[config.mk]
export PLATFORM = sky130hd
export DESIGN_NAME = lsu_flat
export DESIGN_NICKNAME = d
export VERILOG_FILES = /design/src/rtl/lsu_pkg.sv /design/src/rtl/lsu_if.sv /design/src/rtl/lsu_align.sv /design/src/rtl/lsu.sv /design/src/flat_wrapper.sv
export SDC_FILE = /design/constraint.sdc
export NUM_CORES = 1
export LEC_CHECK = 0
export BUFFER_PORTS_ARGS = -buffer_cell sky130_fd_sc_hd__buf_2
export CAP_MARGIN = 0
export CORE_MARGIN = 2
export CORE_UTILIZATION = 40
export DETAILED_ROUTE_END_ITERATION = 6
export MAX_ROUTING_LAYER = met4
export PLACE_DENSITY_LB_ADDON = 0.3
export SLEW_MARGIN = 20
export SYNTH_ARGS = -nofsm -noshare
export SYNTH_HDL_FRONTEND = slang
export SYNTH_SLANG_ARGS = --single-unit
[constraint.sdc]
create_clock -name clk_i -period 2.5 [get_ports clk_i]
set_input_delay 0.5 -clock clk_i [delete_from_list [all_inputs] [get_ports clk_i]]
set_output_delay 0.5 -clock clk_i [all_outputs]
set_load 0.05 [all_outputs]
[src/rtl/lsu_pkg.sv]
// Shared LSU definitions: widths, RV32 funct3 access encodings, FSM states.
// Latency: n/a (definitions only).
// Backpressure: n/a.
package lsu_pkg;

    localparam int XLEN   = 32;
    localparam int STRB_W = XLEN / 8;

    // Load encodings
    localparam logic [2:0] F3_LB  = 3'b000;
    localparam logic [2:0] F3_LH  = 3'b001;
    localparam logic [2:0] F3_LW  = 3'b010;
    localparam logic [2:0] F3_LBU = 3'b100;
    localparam logic [2:0] F3_LHU = 3'b101;

    // Store encodings
    localparam logic [2:0] F3_SB  = 3'b000;
    localparam logic [2:0] F3_SH  = 3'b001;
    localparam logic [2:0] F3_SW  = 3'b010;

    typedef enum logic [1:0] {
        ST_IDLE = 2'd0,
        ST_REQ  = 2'd1,
        ST_WAIT = 2'd2,
        ST_DONE = 2'd3
    } state_t;

endpackage

[src/rtl/lsu_if.sv]
// Bundle of the LSU's execute-side, memory-side and writeback-side handshakes.
// Latency: n/a (wiring only).
// Backpressure: valid/ready on every channel; slave = LSU view, master = environment view.
interface lsu_if;
    import lsu_pkg::*;

    // execute stage -> LSU
    logic              in_valid_i;
    logic              in_ready_o;
    logic              in_load_i;
    logic              in_store_i;
    logic [2:0]        in_funct3_i;
    logic [XLEN-1:0]   in_res_i;
    logic [XLEN-1:0]   in_wdata_i;

    // LSU -> data memory request
    logic              mem_req_valid_o;
    logic              mem_req_ready_i;
    logic              mem_req_we_o;
    logic [XLEN-1:0]   mem_req_addr_o;
    logic [XLEN-1:0]   mem_req_wdata_o;
    logic [STRB_W-1:0] mem_req_wstrb_o;

    // data memory -> LSU response
    logic              mem_rsp_valid_i;
    logic              mem_rsp_ready_o;
    logic [XLEN-1:0]   mem_rsp_rdata_i;
    logic              mem_rsp_err_i;

    // LSU -> writeback
    logic              out_valid_o;
    logic              out_ready_i;
    logic [XLEN-1:0]   out_data_o;
    logic              out_misalign_o;
    logic              out_fault_o;

    modport slave (
        input  in_valid_i, in_load_i, in_store_i, in_funct3_i, in_res_i, in_wdata_i,
        output in_ready_o,
        output mem_req_valid_o, mem_req_we_o, mem_req_addr_o, mem_req_wdata_o, mem_req_wstrb_o,
        input  mem_req_ready_i,
        input  mem_rsp_valid_i, mem_rsp_rdata_i, mem_rsp_err_i,
        output mem_rsp_ready_o,
        output out_valid_o, out_data_o, out_misalign_o, out_fault_o,
        input  out_ready_i
    );

    modport master (
        output in_valid_i, in_load_i, in_store_i, in_funct3_i, in_res_i, in_wdata_i,
        input  in_ready_o,
        input  mem_req_valid_o, mem_req_we_o, mem_req_addr_o, mem_req_wdata_o, mem_req_wstrb_o,
        output mem_req_ready_i,
        output mem_rsp_valid_i, mem_rsp_rdata_i, mem_rsp_err_i,
        input  mem_rsp_ready_o,
        input  out_valid_o, out_data_o, out_misalign_o, out_fault_o,
        output out_ready_i
    );

endinterface

[src/rtl/lsu_align.sv]
// Byte-lane steering: store strobes/replicated data, load extract+extend, misalign/illegal flags.
// Latency: purely combinational.
// Backpressure: none (no state).
module lsu_align
    import lsu_pkg::*;
(
    input  logic [2:0]        i_funct3,
    input  logic              i_store,
    input  logic [1:0]        i_off,
    input  logic [XLEN-1:0]   i_wdata,
    input  logic [XLEN-1:0]   i_rdata,
    output logic [STRB_W-1:0] o_wstrb,
    output logic [XLEN-1:0]   o_wdata,
    output logic [XLEN-1:0]   o_rdata,
    output logic              o_misalign,
    output logic              o_illegal
);

    logic [7:0]  w_byte;
    logic [15:0] w_half;

    // Halfword lanes only ever start at offset 0 or 2 once misaligned ops are filtered out.
    assign w_byte = i_rdata[{i_off, 3'b000} +: 8];
    assign w_half = i_rdata[{i_off[1], 4'b0000} +: 16];

    // Decode access size/signedness into lane strobes, replicated write data and extended read data.
    always_comb begin
        o_wstrb    = '0;
        o_wdata    = i_wdata;
        o_rdata    = i_rdata;
        o_misalign = 1'b0;
        o_illegal  = 1'b0;
        case (i_funct3)
            F3_LB: begin
                o_wstrb = 4'b0001 << i_off;
                o_wdata = {4{i_wdata[7:0]}};
                o_rdata = {{24{w_byte[7]}}, w_byte};
            end
            F3_LH: begin
                o_wstrb    = 4'b0011 << i_off;
                o_wdata    = {2{i_wdata[15:0]}};
                o_rdata    = {{16{w_half[15]}}, w_half};
                o_misalign = i_off[0];
            end
            F3_LW: begin
                o_wstrb    = 4'b1111;
                o_misalign = |i_off;
            end
            F3_LBU: begin
                o_rdata   = {24'd0, w_byte};
                o_illegal = i_store;
            end
            F3_LHU: begin
                o_rdata    = {16'd0, w_half};
                o_misalign = i_off[0];
                o_illegal  = i_store;
            end
            default: o_illegal = 1'b1;
        endcase
    end

endmodule

[src/rtl/lsu.sv]
// Load/store unit: one memory access per op between execute and writeback.
// Latency: non-mem/rejected ops 1 cycle; loads/stores >=3 cycles (accept, REQ, WAIT, DONE).
// Backpressure: single op in flight; in_ready only in IDLE, results held until out_ready.
module lsu
    import lsu_pkg::*;
(
    input  logic clk_i,
    input  logic rst_n_i,
    lsu_if.slave bus
);

    state_t            r_state;
    state_t            w_next;

    logic [XLEN-1:0]   r_req_addr;
    logic              r_req_we;
    logic [STRB_W-1:0] r_req_wstrb;
    logic [XLEN-1:0]   r_req_wdata;
    logic [2:0]        r_funct3;
    logic [1:0]        r_off;
    logic [XLEN-1:0]   r_out_data;
    logic              r_out_misalign;
    logic              r_out_fault;

    logic [2:0]        w_funct3;
    logic [1:0]        w_off;
    logic [STRB_W-1:0] w_wstrb;
    logic [XLEN-1:0]   w_wdata;
    logic [XLEN-1:0]   w_rdata;
    logic              w_misalign;
    logic              w_illegal;
    logic              w_nomem;
    logic              w_both;
    logic              w_go_req;

    // The aligner sees the incoming op while IDLE and the captured op afterwards,
    // so one instance serves both the store setup and the load extraction.
    assign w_funct3 = (r_state == ST_IDLE) ? bus.in_funct3_i   : r_funct3;
    assign w_off    = (r_state == ST_IDLE) ? bus.in_res_i[1:0] : r_off;

    lsu_align u_align (
        .i_funct3   (w_funct3),
        .i_store    (bus.in_store_i),
        .i_off      (w_off),
        .i_wdata    (bus.in_wdata_i),
        .i_rdata    (bus.mem_rsp_rdata_i),
        .o_wstrb    (w_wstrb),
        .o_wdata    (w_wdata),
        .o_rdata    (w_rdata),
        .o_misalign (w_misalign),
        .o_illegal  (w_illegal)
    );

    assign w_nomem  = !bus.in_load_i && !bus.in_store_i;
    assign w_both   = bus.in_load_i && bus.in_store_i;
    assign w_go_req = !w_nomem && !w_both && !w_illegal && !w_misalign;

    assign bus.in_ready_o      = (r_state == ST_IDLE);
    assign bus.mem_req_valid_o = (r_state == ST_REQ);
    assign bus.mem_rsp_ready_o = (r_state == ST_WAIT);
    assign bus.out_valid_o     = (r_state == ST_DONE);
    assign bus.mem_req_we_o    = r_req_we;
    assign bus.mem_req_addr_o  = r_req_addr;
    assign bus.mem_req_wdata_o = r_req_wdata;
    assign bus.mem_req_wstrb_o = r_req_wstrb;
    assign bus.out_data_o      = r_out_data;
    assign bus.out_misalign_o  = r_out_misalign;
    assign bus.out_fault_o     = r_out_fault;

    // FSM state register.
    always_ff @(posedge clk_i or negedge rst_n_i) begin
        if (!rst_n_i) r_state <= ST_IDLE;
        else          r_state <= w_next;
    end

    // Next-state: only valid ops that pass all checks touch memory.
    always_comb begin
        w_next = r_state;
        case (r_state)
            ST_IDLE: if (bus.in_valid_i)      w_next = w_go_req ? ST_REQ : ST_DONE;
            ST_REQ:  if (bus.mem_req_ready_i) w_next = ST_WAIT;
            ST_WAIT: if (bus.mem_rsp_valid_i) w_next = ST_DONE;
            ST_DONE: if (bus.out_ready_i)     w_next = ST_IDLE;
            default: w_next = ST_IDLE;
        endcase
    end

    // Capture the op on acceptance and the result on response; held otherwise for stability.
    always_ff @(posedge clk_i or negedge rst_n_i) begin
        if (!rst_n_i) begin
            r_req_addr     <= '0;
            r_req_we       <= 1'b0;
            r_req_wstrb    <= '0;
            r_req_wdata    <= '0;
            r_funct3       <= '0;
            r_off          <= '0;
            r_out_data     <= '0;
            r_out_misalign <= 1'b0;
            r_out_fault    <= 1'b0;
        end else if (r_state == ST_IDLE && bus.in_valid_i) begin
            r_out_misalign <= 1'b0;
            r_out_fault    <= 1'b0;
            r_out_data     <= '0;
            if (w_nomem) begin
                r_out_data <= bus.in_res_i;
            end else if (w_both || w_illegal) begin
                r_out_fault <= 1'b1;
            end else if (w_misalign) begin
                r_out_misalign <= 1'b1;
                r_out_data     <= bus.in_res_i;
            end else begin
                r_req_addr  <= {bus.in_res_i[XLEN-1:2], 2'b00};
                r_req_we    <= bus.in_store_i;
                r_req_wstrb <= bus.in_store_i ? w_wstrb : '0;
                r_req_wdata <= bus.in_store_i ? w_wdata : '0;
                r_funct3    <= bus.in_funct3_i;
                r_off       <= bus.in_res_i[1:0];
            end
        end else if (r_state == ST_WAIT && bus.mem_rsp_valid_i) begin
            r_out_fault    <= bus.mem_rsp_err_i;
            r_out_misalign <= 1'b0;
            r_out_data     <= (bus.mem_rsp_err_i || r_req_we) ? '0 : w_rdata;
        end
    end

endmodule

[src/flat_wrapper.sv]
// flat-port wrapper written by rule: the top's interface ports become plain ports
module lsu_flat import lsu_pkg::*;
  (clk_i, rst_n_i, bus_in_valid_i, bus_in_load_i, bus_in_store_i, bus_in_funct3_i, bus_in_res_i, bus_in_wdata_i, bus_in_ready_o, bus_mem_req_valid_o, bus_mem_req_we_o, bus_mem_req_addr_o, bus_mem_req_wdata_o, bus_mem_req_wstrb_o, bus_mem_req_ready_i, bus_mem_rsp_valid_i, bus_mem_rsp_rdata_i, bus_mem_rsp_err_i, bus_mem_rsp_ready_o, bus_out_valid_o, bus_out_data_o, bus_out_misalign_o, bus_out_fault_o, bus_out_ready_i);
  lsu_if bus_i ();
  input  logic clk_i;
  input  logic rst_n_i;
  input wire logic [$bits(bus_i.in_valid_i)-1:0] bus_in_valid_i;
  input wire logic [$bits(bus_i.in_load_i)-1:0] bus_in_load_i;
  input wire logic [$bits(bus_i.in_store_i)-1:0] bus_in_store_i;
  input wire logic [$bits(bus_i.in_funct3_i)-1:0] bus_in_funct3_i;
  input wire logic [$bits(bus_i.in_res_i)-1:0] bus_in_res_i;
  input wire logic [$bits(bus_i.in_wdata_i)-1:0] bus_in_wdata_i;
  output wire logic [$bits(bus_i.in_ready_o)-1:0] bus_in_ready_o;
  output wire logic [$bits(bus_i.mem_req_valid_o)-1:0] bus_mem_req_valid_o;
  output wire logic [$bits(bus_i.mem_req_we_o)-1:0] bus_mem_req_we_o;
  output wire logic [$bits(bus_i.mem_req_addr_o)-1:0] bus_mem_req_addr_o;
  output wire logic [$bits(bus_i.mem_req_wdata_o)-1:0] bus_mem_req_wdata_o;
  output wire logic [$bits(bus_i.mem_req_wstrb_o)-1:0] bus_mem_req_wstrb_o;
  input wire logic [$bits(bus_i.mem_req_ready_i)-1:0] bus_mem_req_ready_i;
  input wire logic [$bits(bus_i.mem_rsp_valid_i)-1:0] bus_mem_rsp_valid_i;
  input wire logic [$bits(bus_i.mem_rsp_rdata_i)-1:0] bus_mem_rsp_rdata_i;
  input wire logic [$bits(bus_i.mem_rsp_err_i)-1:0] bus_mem_rsp_err_i;
  output wire logic [$bits(bus_i.mem_rsp_ready_o)-1:0] bus_mem_rsp_ready_o;
  output wire logic [$bits(bus_i.out_valid_o)-1:0] bus_out_valid_o;
  output wire logic [$bits(bus_i.out_data_o)-1:0] bus_out_data_o;
  output wire logic [$bits(bus_i.out_misalign_o)-1:0] bus_out_misalign_o;
  output wire logic [$bits(bus_i.out_fault_o)-1:0] bus_out_fault_o;
  input wire logic [$bits(bus_i.out_ready_i)-1:0] bus_out_ready_i;
  assign bus_i.in_valid_i = bus_in_valid_i;
  assign bus_i.in_load_i = bus_in_load_i;
  assign bus_i.in_store_i = bus_in_store_i;
  assign bus_i.in_funct3_i = bus_in_funct3_i;
  assign bus_i.in_res_i = bus_in_res_i;
  assign bus_i.in_wdata_i = bus_in_wdata_i;
  assign bus_in_ready_o = bus_i.in_ready_o;
  assign bus_mem_req_valid_o = bus_i.mem_req_valid_o;
  assign bus_mem_req_we_o = bus_i.mem_req_we_o;
  assign bus_mem_req_addr_o = bus_i.mem_req_addr_o;
  assign bus_mem_req_wdata_o = bus_i.mem_req_wdata_o;
  assign bus_mem_req_wstrb_o = bus_i.mem_req_wstrb_o;
  assign bus_i.mem_req_ready_i = bus_mem_req_ready_i;
  assign bus_i.mem_rsp_valid_i = bus_mem_rsp_valid_i;
  assign bus_i.mem_rsp_rdata_i = bus_mem_rsp_rdata_i;
  assign bus_i.mem_rsp_err_i = bus_mem_rsp_err_i;
  assign bus_mem_rsp_ready_o = bus_i.mem_rsp_ready_o;
  assign bus_out_valid_o = bus_i.out_valid_o;
  assign bus_out_data_o = bus_i.out_data_o;
  assign bus_out_misalign_o = bus_i.out_misalign_o;
  assign bus_out_fault_o = bus_i.out_fault_o;
  assign bus_i.out_ready_i = bus_out_ready_i;
  lsu u_core (.clk_i(clk_i), .rst_n_i(rst_n_i), .bus(bus_i));
endmodule
==> impl_metrics.yaml, run 1 <==
outcome:
  status: "finished, final reports clean"
floorplan:
  start_util_pct: 40.8
  die_x_um: 123
  io_pins: 215
  die_h_um: 123
  die_area_sq_um: 15100
  core_area_sq_um: 13800
  rows: 43
timing:
  fmax_mhz: 406
  slew_headroom_pct: 45.0
  setup_violations: 0
  slew_violations: 0
  finalCritPeriodShare_pct: 98.5
  timing_hold_violations_final: 0
  finClkSkew_ns: 0.0101
  tightest_slew_ns: 0.825
  layout_min_cycle_time_ns: 2.46
setup_path:
  critPathMaxStageDelay_ns: 0.41
  endpoint: "u_core.bus.mem_req_wdata_o[30]"
  cp.required_ns: 2.74
  crit_fanout: 14
  critPathSlowestCell: "dfrtp_1"
  r2r_slack_ns: 0.04
  end_kind: "register"
  worst-path-buf-inv: 4
  r2r-end: "u_core.bus.mem_req_wdata_o[30]"
  ff2ff_path_depth: 10
  worst_ep_arrival_time_ns: 2.70
  criticalPathCategory: "reg2reg"
  critPathLaunchType: "register"
  path_delay_family: "multiplexers"
  r2r-start: "u_core.r_state[0]"
  cp.depth: 10
  path_cells: "inv_2, ha_4, buf_12, mux2i_4, nand2_2, a21oi_2, nand4_4, buf_4, buf_16, mux2_1"
  setup.worst_path.start: "u_core.r_state[0]"
final_layout:
  num_antenna_cells: 0
  multi_input_area_sq_um: 2800
  area_delta_synth_final_pct: 34.5
  finish.cell_count_without_fillers: 924
  layout-drive-gt1-share_pct: 40.6
  fillers: 1231
  num-nets-final: 853
  utilization_pct: 54.9
  seqCellArea_sq_um: 2700
detailed_routing:
  drtIter0Drc: 448
  dr.pass1.iters: 5
  via_per_inst: 5.63
  detail-route-antenna-nets: 0
  drc: 0
  wl_per_cell_um: 19.4
  vias: 5204
  wl_um: 17900
power:
  p_sw_share_pct: 51.8
  leakagePower_uw: 0.00400
  p_per_area_nw_per_um2: 1440
  combPwrFrac_pct: 60.9
  ir_worst_vdd_mv: 0.668
  seqPwrFrac_pct: 26.3
  p_int_uw: 5280
  p_sw_uw: 5680
  power_frac_clock_pct: 12.8
synth:
  yosys_warnings: 0
  ys_ff_latch: 108
  avgSynthCellArea_sq_um: 11.1
  synthArstFlopShare_pct: 100
  synth_top_area_share_pct: 47.9
  ys_top_cells_by_area: "dfrtp_1 (48%), mux2_1 (12%), mux2i_1 (6.0%)"
  syn_inst: 510
  syn_area_sq_um: 5650
  ys_types: 59
  synth_top_cell_by_area: "dfrtp_1"
  synth_flop_cell: "dfrtp_1"
  synth_edf_count: 0
  seq_area_frac_synth_pct: 47.9
clock_tree:
  cts_sinks: 108
  clock_latency_ns: 0.36
  cts_buffer_depth: 2
  clk_pin_slew_ns: 0.08
  cts_root_buf: "clkbuf_16"
  htreeDepth: 3
  cts_tree: "yes"
  cts_made_buffers: 9
grt:
  grt_start_max_net_pins: 55
  grt_pass1_vias: 5035
  grtUsageTotal_pct: 23.9
  grt_pass1_wl_um: 26800
  antenna_found_initial: 0
  grt_overflow_total: 0
placement:
  hpwl_um: 13200
  portBuffers: 212
  dp_cells: 893
  gp_congestion: 0.932
run:
  drv_cap: 0
min_path:
  min_path_type: "in2async"
[through the flow]
step | hold WS (ns) | area, sq um | power [uW] | setup TNS (ns) | setup slack, ns
final | 0.119 | 7600 | 11000 | 0 | 0.0376
after global routing | 0.150 | 7600 | 11500 | -0.0394 | -0.0105
after detailed placement | 0.476 | 7080 | 9250 | -0.886 | -0.0326
after floorplan | 0.204 | 5660 | 7530 | 0 | 0.0319
after global placement | 0.468 | 7080 | 9120 | 0 | 0.0390
after CTS | 0.124 | 7450 | 10800 | 0 | 0.0451
[worst min-delay path by stage]
stage	startpoint	endpoint	slack (ns)	depth (start not counted)
6_report	rst_n_i	u_core.bus.mem_req_addr_o[17]	0.12	1
5_1_grt	rst_n_i	u_core.bus.mem_req_addr_o[16]	0.15	1
4_1_cts	rst_n_i	u_core.r_off[1]	0.12	1
3_5_place_dp	u_core.bus.mem_req_addr_o[10]	u_core.bus.mem_req_addr_o[10]	0.48	1
3_3_place_gp	u_core.bus.mem_req_addr_o[5]	u_core.bus.mem_req_addr_o[5]	0.47	1
2_1_floorplan	rst_n_i	u_core.bus.mem_req_addr_o[10]	0.20	0
[power by group through the flow]
stage | clock (uW) | combinational [uW] | sequential, uW
3_5_place_dp | 0 | 6330 | 2920
2_1_floorplan | 0 | 2410 | 5120
4_1_cts | 1430 | 6500 | 2890
5_1_grt | 1510 | 7060 | 2970
3_3_place_gp | 0 | 6250 | 2870
6_report | 1400 | 6680 | 2880
[cells by family (layout without fill, tap and decap cells)]
| group | Yosys count | in the layout | synth area share [%] |
|---|---|---|---|
| mux | 106 | 106 | 20.7 |
| simple gates | 109 | 109 | 9.13 |
| other cells | 1 | 2 | 0.0664 |
| compound gates | 125 | 125 | 16.5 |
| buf+inv | 55 | 288 | 4.39 |
| flops | 108 | 108 | 47.9 |
| fa+ha+maj | 6 | 6 | 1.33 |
[repair_timing]
action | 4_1_cts | 5_1_grt
endpoints found under the setup margin | 57 | 95
resized for setup | 6 | 10
hold buffers | 0 | 0
pin swaps | 1 | 4
setup buffers | 5 | 8
gates cloned | 0 | 2
[registers in the layout, summed over array words and instances (netlist names)]
signal                      flops
u_core.r_state                  2
u_core.bus.mem_req_addr_o      30
u_core.bus.out_data_o          32
u_core.r_off                    2
u_core.bus.mem_req_we_o         1
u_core.r_funct3                 3
u_core.bus.out_fault_o          1
u_core.bus.out_misalign_o       1
u_core.bus.mem_req_wdata_o     32
u_core.bus.mem_req_wstrb_o      4
[cell usage in the layout, fill, tap and decap left out, types with 3 or more instances in the layout]
cell	n
inv_1	17
a21oi_1	16
nor3_1	5
a221o_1	7
buf_12	7
a311oi_1	8
o22ai_1	3
ha_1	5
a222oi_1	7
a22oi_1	18
mux2_2	5
nor2_1	31
mux2i_4	4
nand2_1	33
mux2i_1	33
buf_2	211
inv_6	4
dfrtp_1	108
a211o_1	8
clkbuf_16	11
buf_4	29
nand2b_1	6
nand3_1	16
o21ai_0	27
o221a_2	7
mux2_1	62
[worst register-to-register path, cell delays in order (launching register included)]
cell	delay, ns
dfrtp_1	0.41
inv_2	0.10
ha_4	0.17
buf_12	0.13
mux2i_4	0.32
nand2_2	0.14
a21oi_2	0.23
nand4_4	0.17
buf_4	0.20
buf_16	0.15
mux2_1	0.33
[synthesized netlist by cell type, types with 2 or more instances]
cell type / instances
a211o_1: 8
a211oi_1: 2
a21oi_1: 16
a221o_1: 7
a222oi_1: 7
a22oi_1: 19
a311oi_1: 8
a31oi_1: 2
a32oi_1: 2
a41oi_1: 2
and3_1: 2
buf_2: 15
buf_4: 2
buf_6: 2
clkbuf_1: 15
dfrtp_1: 108
ha_1: 6
inv_1: 19
mux2_1: 62
mux2_2: 6
mux2i_1: 34
mux2i_2: 2
nand2_1: 34
nand2b_1: 6
nand3_1: 17
nor2_1: 31
nor2b_1: 2
nor3_1: 5
nor3b_1: 2
o211ai_1: 2
o21ai_0: 28
o221a_2: 7
o22ai_1: 3
or2_1: 2
[routing by layer]
layer  vias to the layer above  wire, um  global-route usage [%]  part of all wire (%)
met5                         -         0                       -                     0
met4                         0       252                    7.04                   1.4
met3                        22      1400                    4.60                   7.8
met2                       277      8480                    36.6                    47
met1                      2546      7780                    32.2                    43
li1                       2359         -                       -                     -
[final cells by class]
type	count	share of cell area [%]
clock inverters	7	0.741
well taps	180	2.96
clock buffers	9	2.96
repair buffers	252	19.9
inverters	20	0.988
multi-input cells	348	36.8
flip-flops and latches	108	35.6
Power figures use the tool's default switching activity.
==> inputs of run 2 (changes only) <==
CELL_PAD_IN_SITES_DETAIL_PLACEMENT = 0   (was unset)
CELL_PAD_IN_SITES_GLOBAL_PLACEMENT = 1   (was unset)
CORE_UTILIZATION = 37   (was 40)
==> run 2 against run 1 <==
  * Final cell count increased by 0.87%
  * Hold slack improved by 0.014 ns
  * Critical path depth decreased by 1
  * First-iteration DRC count decreased by 6.5%
  * Combinational power about the same
  * Non-clock buffer count increased by 1
  * Clock power increased by 4%
  * Fmax increased by 0.54%
  * Die area increased by 7.8%
  * Critical path type unchanged
  * Critical endpoint is now u_core.bus.mem_req_wstrb_o[0]
  * Largest cell class unchanged
==> impl_metrics.yaml, run 2 (synthesized netlist as in run 1, its figures left out) <==
placement:
  hpwl_um: 14100
  gp_congestion: 0.894
  portBuffers: 212
  place_ws_ns: -0.00234
power:
  power_uw: 11000
  leakagePower_uw: 0.00400
  seqPwrFrac_pct: 26.2
  p_int_uw: 5400
  power_frac_clock_pct: 13.2
  combPwrFrac_pct: 60.6
  p_sw_share_pct: 51.0
  ir_worst_vdd_mv: 0.565
  p_per_area_nw_per_um2: 1440
  p_sw_uw: 5630
grt:
  grt_pass1_vias: 5106
  grt_start_max_net_pins: 47
  antenna_found_initial: 0
  grt_overflow_total: 0
  grtUsageTotal_pct: 23.3
  grt_pass1_wl_um: 28200
outcome:
  status: "finished, final reports clean"
detailed_routing:
  detail-route-antenna-nets: 0
  vias: 5208
  via_per_inst: 5.59
  dr.pass1.iters: 7
  wl_um: 18900
  drtIter0Drc: 419
  drc: 0
  wl_per_cell_um: 20.3
setup_path:
  path_delay_family: "multiplexers"
  path_cells: "inv_2, ha_4, buf_6, mux2_4, o2111ai_4, nand4_4, buf_12, clkbuf_16, mux2_1"
  ff2ff_path_depth: 9
  setup.worst_path.start: "u_core.r_state[0]"
  crit_fanout: 12
  r2r_slack_ns: 0.05
  criticalPathCategory: "reg2reg"
  cp.required_ns: 2.74
  critPathLaunchType: "register"
  worst-path-buf-inv: 4
  r2r-start: "u_core.r_state[0]"
  end_kind: "register"
  r2r-end: "u_core.bus.mem_req_wstrb_o[0]"
  critPathMaxStageDelay_ns: 0.41
  critPathSlowestCell: "dfrtp_1"
  worst_ep_arrival_time_ns: 2.69
floorplan:
  rows: 45
  die_area_sq_um: 16300
  die_h_um: 128
  io_pins: 215
  core_area_sq_um: 15000
  start_util_pct: 37.6
  die_x_um: 128
clock_tree:
  cts_made_buffers: 9
  cts_buffer_depth: 2
  clk_pin_slew_ns: 0.07
  cts_root_buf: "clkbuf_16"
  ctsHoldBuffers: 0
  cts_tree: "yes"
  cts_sinks: 108
  clock_latency_ns: 0.35
  htreeDepth: 3
min_path:
  min_path_type: "in2async"
final_layout:
  utilization_pct: 50.8
  final_cell_mix: "buf_2 (211), dfrtp_1 (108), mux2_1 (62), nand2_1 (34), nor2_1 (31)"
  layout_commonest_cell: "buf_2"
  num_antenna_cells: 0
  fillers: 1374
  area_delta_synth_final_pct: 35.3
  layout-drive-gt1-share_pct: 41.4
  num-nets-final: 854
timing:
  setup_violations: 0
  finalSetupTns_ns: 0
  slew_headroom_pct: 50.9
  worst_slack_ns: 0.0507
  finClkSkew_ns: 0.00414
  fmax_mhz: 408
  hold_slack_ns: 0.133
  tightest_slew_ns: 0.737
  layout_min_cycle_time_ns: 2.45
  finalCritPeriodShare_pct: 98.0
  timing_hold_violations_final: 0
  slew_violations: 0
run:
  drv_cap: 0
-- run 2: changes by cell type in the layout (fill, tap and decap cells not counted), moves of 3 or more --
cell / previous run / this run
mux2i_1: 33 / 29
mux2i_2: 0 / 4
buf_6: 2 / 5
inv_6: 4 / 1
-- run 2: timing repair --
action | 4_1_cts | 5_1_grt
gates cloned | 0 | 4
hold endpoints to repair | 0 | 0
pin swaps | 0 | 4
endpoints found under the setup margin | 9 | 93
setup buffers | 0 | 5
gates resized for setup | 2 | 25
-- run 2: final cells by class --
| type | count | area [sq um] | area share, % |
|---|---|---|---|
| multi-input combinational | 348 | 2820 | 36.9 |
| sequential | 108 | 2700 | 35.4 |
| timing repair buffer | 253 | 1510 | 19.8 |
| clock buffer | 11 | 243 | 3.18 |
| tap | 188 | 235 | 3.08 |
| inverter | 20 | 75.1 | 0.983 |
| clock inverter | 4 | 48.8 | 0.639 |
-- run 2: worst max path at each step --
stage	cells past startpoint	slack, ns	to
2_1_floorplan	10	0.03	u_core.bus.mem_req_addr_o[30]
3_3_place_gp	8	0.07	u_core.bus.mem_req_wdata_o[9]
3_5_place_dp	7	-0.002	u_core.bus.out_data_o[0]
4_1_cts	8	0.02	u_core.bus.mem_req_addr_o[29]
5_1_grt	9	-0.02	u_core.bus.mem_req_wstrb_o[2]
6_report	9	0.05	u_core.bus.mem_req_wstrb_o[0]
-- run 2: per-layer routing --
metal	wire, um	vias up	share of wire (%)	global-route usage [%]
met5	0	-	0	-
met4	468	0	2.5	9.50
met3	1230	32	6.5	3.64
met2	9240	247	49	37.2
met1	8020	2571	42	29.7
li1	-	2358	-	-
-- run 2: stage by stage --
step / instance area [sq um] / std cells
final: 7640 / 932
after floorplan: 5660 / 511
after global placement: 7110 / 908
after CTS: 7400 / 923
after detailed placement: 7110 / 908
after global routing: 7640 / 932
-- run 2: power groups by stage --
stage	clock, uW	sequential (uW)	combinational (uW)
after global placement	0	2870	6340
after floorplan	0	5120	2410
after detailed placement	0	2920	6400
after CTS	1480	2880	6420
final	1460	2890	6680
after global routing	1550	2980	7060
==> inputs of run 3 (changes only) <==
CAP_MARGIN = 10   (was 0)
PLACE_DENSITY = 0.76   (was unset)
PLACE_DENSITY_LB_ADDON = unset   (was 0.3)
==> run 3 against run 2 <==
  * Cell area rose by 1.0%
  * Critical path type unchanged
  * Critical path depth shrank 1
  * Highest routed layer unchanged
  * Sequential cell count is the same
  * Utilization grew 0.52 points
==> impl_metrics.yaml, run 3 (synthesized netlist as in run 1, its figures left out) <==
clock_tree:
  ctsHoldBuffers: 0
  cts_sinks: 108
  cts_buffer_depth: 2
  cts_tree: "yes"
  cts_made_buffers: 9
  clock_latency_ns: 0.36
  htreeDepth: 3
  clk_pin_slew_ns: 0.07
  cts_root_buf: "clkbuf_16"
final_layout:
  layout_commonest_cell: "buf_2"
  design_area_sq_um: 7720
  layout-drive-gt1-share_pct: 42.1
  multi_input_area_sq_um: 2810
  final_cell_mix: "buf_2 (211), dfrtp_1 (108), mux2_1 (62), buf_4 (39)"
  seqCellArea_sq_um: 2700
  area_delta_synth_final_pct: 36.6
  num_antenna_cells: 0
  finish.cell_count_without_fillers: 943
  fillers: 1377
  num-nets-final: 864
run:
  drv_cap: 0
floorplan:
  io_pins: 215
  core_area_sq_um: 15000
  rows: 45
  die_x_um: 128
  die_h_um: 128
  start_util_pct: 37.6
  die_area_sq_um: 16300
detailed_routing:
  via_per_inst: 5.60
  wl_per_cell_um: 20.9
  vias: 5277
  wl_um: 19700
  detail-route-antenna-nets: 0
  dr.pass1.iters: 6
  drtIter0Drc: 405
  drc: 0
setup_path:
  criticalPathCategory: "reg2reg"
  crit_fanout: 10
  cp.required_ns: 2.74
  end_kind: "register"
  critPathLaunchType: "register"
  worst_ep_arrival_time_ns: 2.72
grt:
  grtUsageTotal_pct: 22.9
  antenna_found_initial: 0
  grt_pass1_vias: 5035
  grt_pass1_wl_um: 27900
  grt_overflow_total: 0
  grt_start_max_net_pins: 73
power:
  combPwrFrac_pct: 60.9
  seqPwrFrac_pct: 25.9
  p_per_area_nw_per_um2: 1450
  p_sw_share_pct: 51.1
  ir_worst_vdd_mv: 0.586
  p_int_uw: 5470
  power_frac_clock_pct: 13.2
  p_sw_uw: 5710
  leakagePower_uw: 0.00406
timing:
  setup_violations: 0
  finalCritPeriodShare_pct: 99.4
  slew_violations: 0
  fmax_mhz: 402
  hold_slack_ns: 0.129
  layout_min_cycle_time_ns: 2.49
  timing_hold_violations_final: 0
  tightest_slew_ns: 0.636
  finClkSkew_ns: 0.0123
  slew_headroom_pct: 57.6
outcome:
  status: "finished, final reports clean"
placement:
  dp_cells: 906
  place_area_sq_um: 7090
  hpwl_um: 13600
  gp_congestion: 0.882
  portBuffers: 212
min_path:
  min_path_type: "in2async"
[run 3: timing repair]
action	in CTS	in global routing
cloned	0	6
endpoints found under the setup margin	49	96
pin swaps	1	5
setup buffers	3	12
resized for setup	3	17
[run 3: final cells by class]
class | instances | share of cell area (%)
timing repair buffer | 263 | 20.7
inverter | 20 | 0.973
tap | 188 | 3.05
clock inverter | 6 | 0.924
multi-input combinational | 348 | 36.4
clock buffer | 10 | 2.97
sequential | 108 | 35.0
[run 3: power by group through the flow]
stage          clock [uW]  combinational [uW]  sequential [uW]
2_1_floorplan           0                2410             5120
3_3_place_gp            0                6280             2900
3_5_place_dp            0                6340             2920
4_1_cts              1510                6410             2890
5_1_grt              1580                7180             2990
6_report             1480                6800             2900
[run 3: metal layers]
| layer | wire length (um) | share of wire [%] | global-route usage, % | up-vias |
|---|---|---|---|---|
| li1 | - | - | - | 2376 |
| met1 | 8590 | 44 | 30.8 | 2600 |
| met2 | 9090 | 46 | 34.8 | 265 |
| met3 | 1500 | 7.6 | 4.40 | 36 |
| met4 | 524 | 2.7 | 7.82 | 0 |
| met5 | 0 | 0 | - | - |
[run 3: per-stage QoR]
stage / power (uW) / setup TNS (ns) / utilization [%] / setup WS (ns)
after detailed placement: 9260 / -0.901 / 47.2 / -0.0300
final: 11200 / 0 / 51.3 / 0.0149
after floorplan: 7530 / 0 / - / 0.0319
after global routing: 11800 / -1.71 / 51.3 / -0.0495
after CTS: 10800 / -0.0375 / 49.4 / -0.00987
after global placement: 9180 / 0 / 47.2 / 0.0521
[run 3: worst max-delay path, stage by stage (launching register included)]
cell and delay [ns]:
dfrtp_1 0.42, inv_2 0.08, ha_4 0.22, buf_4 0.19, buf_4 0.18, nor4b_1 0.47, a41oi_2 0.18, o221a_2 0.38
a221o_1 0.26
[run 3: final timing paths]
path,from,endpoint,slack [ns],cells after the start
max,u_core.r_state[1],u_core.bus.out_data_o[4],0.01,8
min,rst_n_i,u_core.bus.mem_req_addr_o[17],0.13,1
max reg2reg,u_core.r_state[1],u_core.bus.out_data_o[4],0.01,8
min reg2reg,u_core.bus.mem_req_addr_o[2],u_core.bus.mem_req_addr_o[2],0.49,1
max in group asynchronous,rst_n_i,u_core.bus.mem_req_wdata_o[26],1.67,2
min in group clk_i,bus_in_res_i[28],u_core.bus.mem_req_addr_o[28],0.37,2
